[config.mk]
export PLATFORM = sky130hd
export DESIGN_NAME = vga_scanout_flat
export DESIGN_NICKNAME = d
export VERILOG_FILES = /design/src/rtl/vga_scanout_if.sv /design/src/rtl/vga_scanout.sv /design/src/flat_wrapper.sv
export SDC_FILE = /design/constraint.sdc
export NUM_CORES = 1
export LEC_CHECK = 0
export BUFFER_PORTS_ARGS = -buffer_cell sky130_fd_sc_hd__buf_2
export CAP_MARGIN = 10
export CORE_UTILIZATION = 45
export CTS_BUF_LIST = sky130_fd_sc_hd__clkbuf_4
export DETAILED_ROUTE_END_ITERATION = 10
export GPL_TIMING_DRIVEN = 0
export PLACE_DENSITY = 0.71
export SLEW_MARGIN = 40
export SYNTH_ARGS = -nofsm -noshare
export SYNTH_HDL_FRONTEND = slang
export SYNTH_SLANG_ARGS = --single-unit
[constraint.sdc]
create_clock -name clk -period 2.8 [get_ports clk]
set_input_delay 0.84 -clock clk [delete_from_list [all_inputs] [get_ports clk]]
set_output_delay 0.84 -clock clk [all_outputs]
set_load 0.005 [all_outputs]
[src/rtl/vga_scanout_if.sv]
// Frame-memory read port and VGA connector signals of the scanout block.
// master = scanout engine, slave = frame memory / display side.
interface vga_scanout_if;
    logic [18:0] src_addr;
    logic        src_rd;
    logic [15:0] src_data;
    logic [3:0]  vga_r;
    logic [3:0]  vga_g;
    logic [3:0]  vga_b;
    logic        vga_hs;
    logic        vga_vs;
    logic        de;
    logic        frame_start;
    logic        vblank;

    modport master (
        output src_addr, src_rd,
        input  src_data,
        output vga_r, vga_g, vga_b, vga_hs, vga_vs, de, frame_start, vblank
    );

    modport slave (
        input  src_addr, src_rd,
        output src_data,
        input  vga_r, vga_g, vga_b, vga_hs, vga_vs, de, frame_start, vblank
    );
endinterface

[src/rtl/vga_scanout.sv]
// Raster scanout: reads RGB565 pixels from frame memory in raster order and
// drives 4-bit VGA RGB with sync, display-enable, vblank and frame_start.
module vga_scanout #(
    parameter int CLK_DIV = 4,
    parameter int RD_LAT  = 1,
    parameter int H_VIS   = 640,
    parameter int H_FP    = 16,
    parameter int H_SYNC  = 96,
    parameter int H_BP    = 48,
    parameter int V_VIS   = 480,
    parameter int V_FP    = 10,
    parameter int V_SYNC  = 2,
    parameter int V_BP    = 33
) (
    input  logic          clk,
    input  logic          rst,
    vga_scanout_if.master bus
);
    localparam int H_TOT = H_VIS + H_FP + H_SYNC + H_BP;
    localparam int V_TOT = V_VIS + V_FP + V_SYNC + V_BP;
    localparam int DW    = $clog2(CLK_DIV);
    localparam int HW    = $clog2(H_TOT);
    localparam int VW    = $clog2(V_TOT);

    localparam logic [DW-1:0] DIV_LAST = DW'(CLK_DIV - 1);
    localparam logic [DW-1:0] DIV_CAP  = DW'(RD_LAT);
    localparam logic [HW-1:0] H_VIS_C  = HW'(H_VIS);
    localparam logic [HW-1:0] H_LAST   = HW'(H_TOT - 1);
    localparam logic [HW-1:0] HS_ON    = HW'(H_VIS + H_FP);
    localparam logic [HW-1:0] HS_OFF   = HW'(H_VIS + H_FP + H_SYNC);
    localparam logic [VW-1:0] V_VIS_C  = VW'(V_VIS);
    localparam logic [VW-1:0] V_LAST   = VW'(V_TOT - 1);
    localparam logic [VW-1:0] VS_ON    = VW'(V_VIS + V_FP);
    localparam logic [VW-1:0] VS_OFF   = VW'(V_VIS + V_FP + V_SYNC);
    localparam logic [18:0]   ADDR_LAST = 19'(H_VIS * V_VIS - 1);

    logic [DW-1:0] div_reg;
    logic [HW-1:0] hcnt_reg, hcnt_next;
    logic [VW-1:0] vcnt_reg, vcnt_next;
    logic [18:0]   addr_reg;
    logic [15:0]   pix_reg;
    logic [3:0]    r_reg, g_reg, b_reg;
    logic          hs_reg, vs_reg, de_reg, fs_reg, vblank_reg;

    logic tick, visible, frame_wrap;

    assign tick       = (div_reg == DIV_LAST);
    assign visible    = (hcnt_reg < H_VIS_C) && (vcnt_reg < V_VIS_C);
    assign frame_wrap = tick && (hcnt_reg == H_LAST) && (vcnt_reg == V_LAST);

    always_comb begin
        hcnt_next = hcnt_reg + 1'b1;
        vcnt_next = vcnt_reg;
        if (hcnt_reg == H_LAST) begin
            hcnt_next = '0;
            vcnt_next = (vcnt_reg == V_LAST) ? '0 : vcnt_reg + 1'b1;
        end
    end

    always_ff @(posedge clk or posedge rst) begin
        if (rst) begin
            div_reg    <= '0;
            hcnt_reg   <= '0;
            vcnt_reg   <= '0;
            addr_reg   <= '0;
            pix_reg    <= '0;
            r_reg      <= '0;
            g_reg      <= '0;
            b_reg      <= '0;
            hs_reg     <= 1'b1;
            vs_reg     <= 1'b1;
            de_reg     <= 1'b0;
            fs_reg     <= 1'b0;
            vblank_reg <= 1'b0;
        end else begin
            div_reg <= tick ? '0 : div_reg + 1'b1;
            fs_reg  <= frame_wrap;
            // Read data for this pixel period is valid exactly RD_LAT clocks after the strobe.
            if (div_reg == DIV_CAP) begin
                pix_reg <= bus.src_data;
            end
            if (tick) begin
                hcnt_reg <= hcnt_next;
                vcnt_reg <= vcnt_next;
                if (frame_wrap) begin
                    addr_reg <= '0;
                end else if (visible && addr_reg != ADDR_LAST) begin
                    addr_reg <= addr_reg + 1'b1;
                end
                // Outputs describe the pixel period that just ended: one pixel of latency.
                de_reg     <= visible;
                r_reg      <= visible ? pix_reg[15:12] : 4'h0;
                g_reg      <= visible ? pix_reg[10:7]  : 4'h0;
                b_reg      <= visible ? pix_reg[4:1]   : 4'h0;
                hs_reg     <= !((hcnt_reg >= HS_ON) && (hcnt_reg < HS_OFF));
                vs_reg     <= !((vcnt_reg >= VS_ON) && (vcnt_reg < VS_OFF));
                vblank_reg <= (vcnt_next >= V_VIS_C);
            end
        end
    end

    // Strobe is combinational so the very first period after reset release is fetched.
    assign bus.src_rd      = !rst && (div_reg == '0) && visible;
    assign bus.src_addr    = addr_reg;
    assign bus.vga_r       = r_reg;
    assign bus.vga_g       = g_reg;
    assign bus.vga_b       = b_reg;
    assign bus.vga_hs      = hs_reg;
    assign bus.vga_vs      = vs_reg;
    assign bus.de          = de_reg;
    assign bus.frame_start = fs_reg;
    assign bus.vblank      = vblank_reg;
endmodule

[src/flat_wrapper.sv]
// flat-port wrapper written by rule: the top's interface ports become plain ports
module vga_scanout_flat 
#(
    parameter int CLK_DIV = 4,
    parameter int RD_LAT  = 1,
    parameter int H_VIS   = 640,
    parameter int H_FP    = 16,
    parameter int H_SYNC  = 96,
    parameter int H_BP    = 48,
    parameter int V_VIS   = 480,
    parameter int V_FP    = 10,
    parameter int V_SYNC  = 2,
    parameter int V_BP    = 33
)
  (clk, rst, bus_src_addr, bus_src_rd, bus_src_data, bus_vga_r, bus_vga_g, bus_vga_b, bus_vga_hs, bus_vga_vs, bus_de, bus_frame_start, bus_vblank);
  vga_scanout_if bus_i ();
  input  logic clk;
  input  logic rst;
  output wire logic [$bits(bus_i.src_addr)-1:0] bus_src_addr;
  output wire logic [$bits(bus_i.src_rd)-1:0] bus_src_rd;
  input wire logic [$bits(bus_i.src_data)-1:0] bus_src_data;
  output wire logic [$bits(bus_i.vga_r)-1:0] bus_vga_r;
  output wire logic [$bits(bus_i.vga_g)-1:0] bus_vga_g;
  output wire logic [$bits(bus_i.vga_b)-1:0] bus_vga_b;
  output wire logic [$bits(bus_i.vga_hs)-1:0] bus_vga_hs;
  output wire logic [$bits(bus_i.vga_vs)-1:0] bus_vga_vs;
  output wire logic [$bits(bus_i.de)-1:0] bus_de;
  output wire logic [$bits(bus_i.frame_start)-1:0] bus_frame_start;
  output wire logic [$bits(bus_i.vblank)-1:0] bus_vblank;
  assign bus_src_addr = bus_i.src_addr;
  assign bus_src_rd = bus_i.src_rd;
  assign bus_i.src_data = bus_src_data;
  assign bus_vga_r = bus_i.vga_r;
  assign bus_vga_g = bus_i.vga_g;
  assign bus_vga_b = bus_i.vga_b;
  assign bus_vga_hs = bus_i.vga_hs;
  assign bus_vga_vs = bus_i.vga_vs;
  assign bus_de = bus_i.de;
  assign bus_frame_start = bus_i.frame_start;
  assign bus_vblank = bus_i.vblank;
  vga_scanout #(.CLK_DIV(CLK_DIV), .RD_LAT(RD_LAT), .H_VIS(H_VIS), .H_FP(H_FP), .H_SYNC(H_SYNC), .H_BP(H_BP), .V_VIS(V_VIS), .V_FP(V_FP), .V_SYNC(V_SYNC), .V_BP(V_BP)) u_core (.clk(clk), .rst(rst), .bus(bus_i));
endmodule
==> summary.md <==
| Metric | Value |
|---|---|
| Post-Place Cell Area | 3750 um^2 |
| Yosys top cell by area | dfrtp_1 |
| Final setup vio count | 0 |
| Rel. slew slack | 51.8% |
| Worst-path fanout max | 7 |
| Root buffer cell | clkbuf_4 |
| Flops & latches, synth | 70 |
| CP required | 1.96 ns |
| Power Density | 466 nW/um^2 |
| Chip Width | 88.2 um |
| Congestion Overflow GR | 0 |
| Synth Area in Compound Gates | 14.0% |
| Period minus WS final | 2.67 ns |
| Via density | 5.54 |
| Comb power frac | 3.3% |
| Most used flip-flop cell after synthesis | dfrtp_1 |
| Power share of the sequential group | 56.8% |
| Routed Wire Length | 7270 um |
| WL/cell | 14.9 um |
| Switch Pwr | 0.000413 W |
| Vias | 2696 |
| Crit. End Element | primary output |
| Switching Share | 22.6% |
| Postcts setup bufs | 0 |
| Startpoint types | register |
| Clock sinks | 70 |
| FILL cells | 685 |
| I/O pins | 55 |
| RePlAce Congestion | 0.835 |
| Max Cap Violations | 0 |
| Nets@finish | 410 |
| Mux share of post-synthesis cell area | 4.04% |
| Largest cells by area after synthesis | dfrtp_1 (51%), mux2_2 (4.0%), nand2_1 (3.5%) |
| Total CTS buffers | 9 |
| DPL Wire Length | 5010 um |
| Share of layout cells above drive strength 1 | 22.9% |
| Max reg flops | 19 |
| Arrival time at the worst endpoint | 1.83 ns |
| Cell Chain, Critical Path | a41o_1 -> or2_0 -> clkbuf_4 -> nor3b_2 -> buf_2 |
| First-pass GRT wire length | 11800 um |
| Fin. Hold Viols | 0 |
| Row count | 31 |
| Main combinational cell family by area after synthesis | simple AND/OR/NAND/NOR gates |
| Tot GR Track Use | 19.9% |
| Starting Density | 46.4% |
| IO Port Bufs | 50 |
| TNS Setup | 0 ns |
| Synth Area in Adders | 2.99% |
| DRT Pass-1 Iters | 4 |
| Avg Cell Area, Syn | 10.3 um^2 |
| Status | complete, no violations |
| Largest net degree at the start of global routing | 50 |
| Detail Route Antenna Nets | 0 |
| DRC violation count after routing | 0 |
| Most common cell after layout, fill and taps aside | dfrtp_1 |
| Final period util | 95.5% |
| Initial antenna violation count | 0 |
| Core area | 7210 um^2 |
| Post-synthesis cell type count | 49 |
| Syn Std Cell Area | 3350 um^2 |
| Maximum vdd drop | 0.317 mV |
| TritonCTS clock tree | yes |
| Vias in the first global route | 2429 |
| Post-route cell area | 3920 um^2 |
| Die H | 88.2 um |
| Worst-Skew Late Latency | 0.41 ns |
| Worst-path clk slew | 0.12 ns |
| Crit Path Class | reg -> out |
| Post-route clock skew | 0.0125 ns |
| Sequential cell area fraction in the yosys report | 52.4% |
| Die footprint | 7790 um^2 |
| Slew @ Worst Pin | 0.717 ns |
| CTS Buffer Depth | 2 |
| Top cell type's share of synthesized area | 50.8% |
| FMAX | 374 MHz |
| H-tree depth | 3 |
| Asr flop ratio synth | 100% |
| Worst Hold Class | in -> async |
| Slowest cell on the critical path | dfrtp_1 |
| Synth warn | 0 |
| Slew Viols, Final | 0 |
| Commonest cells after routing, fill and taps aside | dfrtp_1 (67), buf_2 (51), nand2_1 (31), o21ai_0 (19), nand4_1 (16) |
| Syn_nets | 350 |
| Post-Synth Simple-Gate Area | 19.8% |
| Int Pwr | 0.00141 W |
| Synth Area in XOR/XNOR | 3.66% |
| Synth-to-layout area growth | 17.0% |
| Ant diodes | 0 |
| Bufs and invs on worst path | 2 |
| CP delay by family, top | flip-flops |
| Max stage delay on crit path | 0.48 ns |
| Post-Syn Instances | 324 |
| DRT iter0 DRCs | 163 |
| Lkg Pwr | 1.69 nW |
| Clk pwr share | 39.9% |
| Post-synth EDFFs | 0 |
-- power by group through the flow --
stage               Combinational, W  Sequential (W)  Clock [W]
finish                     0.0000601         0.00104   0.000729
global route               0.0000686         0.00104   0.000778
CTS                        0.0000625         0.00104   0.000742
detailed placement         0.0000620         0.00106          0
global placement           0.0000544         0.00106          0
floorplan                  0.0000293         0.00106          0
-- routing by layer --
layer	track usage [%]	part of all wire [%]
met3	3.92	2.8
met1	27.5	48
met5	0	0
met2	30.4	48
met4	8.80	1.6
-- cells by family after synthesis --
kind of cell / count (synthesis)
buffers and inverters: 27
adders and majority gates: 8
AOI/OAI and AO/OA: 71
and+or+nand+nor: 122
xor gates and xnor gates: 14
DFF: 70
muxes: 12
-- per-stage QoR --
step	utilization (%)	hold slack [ns]	cells	total power (W)	setup slack, ns
6_report	54.3	0.362	487	0.00183	0.127
5_1_grt	54.3	0.345	487	0.00189	-0.00112
4_1_cts	54.2	0.345	489	0.00184	0.0260
3_5_place_dp	52.0	0.472	474	0.00112	0.286
3_3_place_gp	51.6	0.462	473	0.00111	-0.679
2_1_floorplan	-	0.450	324	0.00109	0.195
-- final timing paths --
| check | start | endpoint | cells after the start | slack (ns) |
|---|---|---|---|---|
| min in group clk | u_core.div_reg[0] | u_core.div_reg[0] | 1 | 0.50 |
| setup reg to reg | u_core.bus.src_addr[0] | u_core.bus.src_addr[5] | 7 | 0.40 |
| setup / recovery | u_core.vcnt_reg[7] | bus_src_rd | 5 | 0.13 |
| hold / removal | rst | u_core.pix_reg[15] | 2 | 0.36 |
| max in group asynchronous | rst | u_core.bus.vga_hs | 3 | 1.87 |
| hold reg to reg | u_core.div_reg[0] | u_core.div_reg[0] | 1 | 0.50 |
-- worst register-to-register path, cell delays in order (launching register included) --
cell and delay [ns]:
dfrtp_1 0.44, ha_1 0.22, nand4_1 0.20, nor4_1 0.42, a211o_1 0.34, clkbuf_1 0.39
o21ai_0 0.17, a21oi_1 0.14
-- area by class of cell --
class / instances / area (um^2) / share of cell area [%]
buffer: 12 / 50.0 / 1.28
tap: 99 / 124 / 3.16
clock buffer: 9 / 67.6 / 1.73
multi-input combinational: 227 / 1500 / 38.3
timing repair buffer: 51 / 278 / 7.09
clock inverter: 6 / 86.3 / 2.20
sequential: 70 / 1760 / 44.8
inverter: 13 / 53.8 / 1.37
-- repair_timing --
item                       CTS  global route
gates resized for setup      0             3
hold buffers                 0             0
setup endpoints to repair    0             1
-- Yosys cell counts, types with 2 or more instances --
master,count
nand3_1,15
o2bb2ai_1,12
clkbuf_1,10
mux2_2,12
buf_2,3
a21oi_1,14
or4_1,2
ha_1,8
nor4_1,5
o21ai_0,19
dfstp_2,2
nand2_1,31
and3_1,3
nor2_1,15
o31ai_1,8
o211ai_1,6
nand2b_1,2
nor3_1,10
dfrtp_1,68
nand4_1,16
xnor2_1,7
a31oi_1,2
a22o_1,2
or3_1,9
xor2_1,7
inv_1,13
Note: power is estimated with default switching activity, not from simulation.
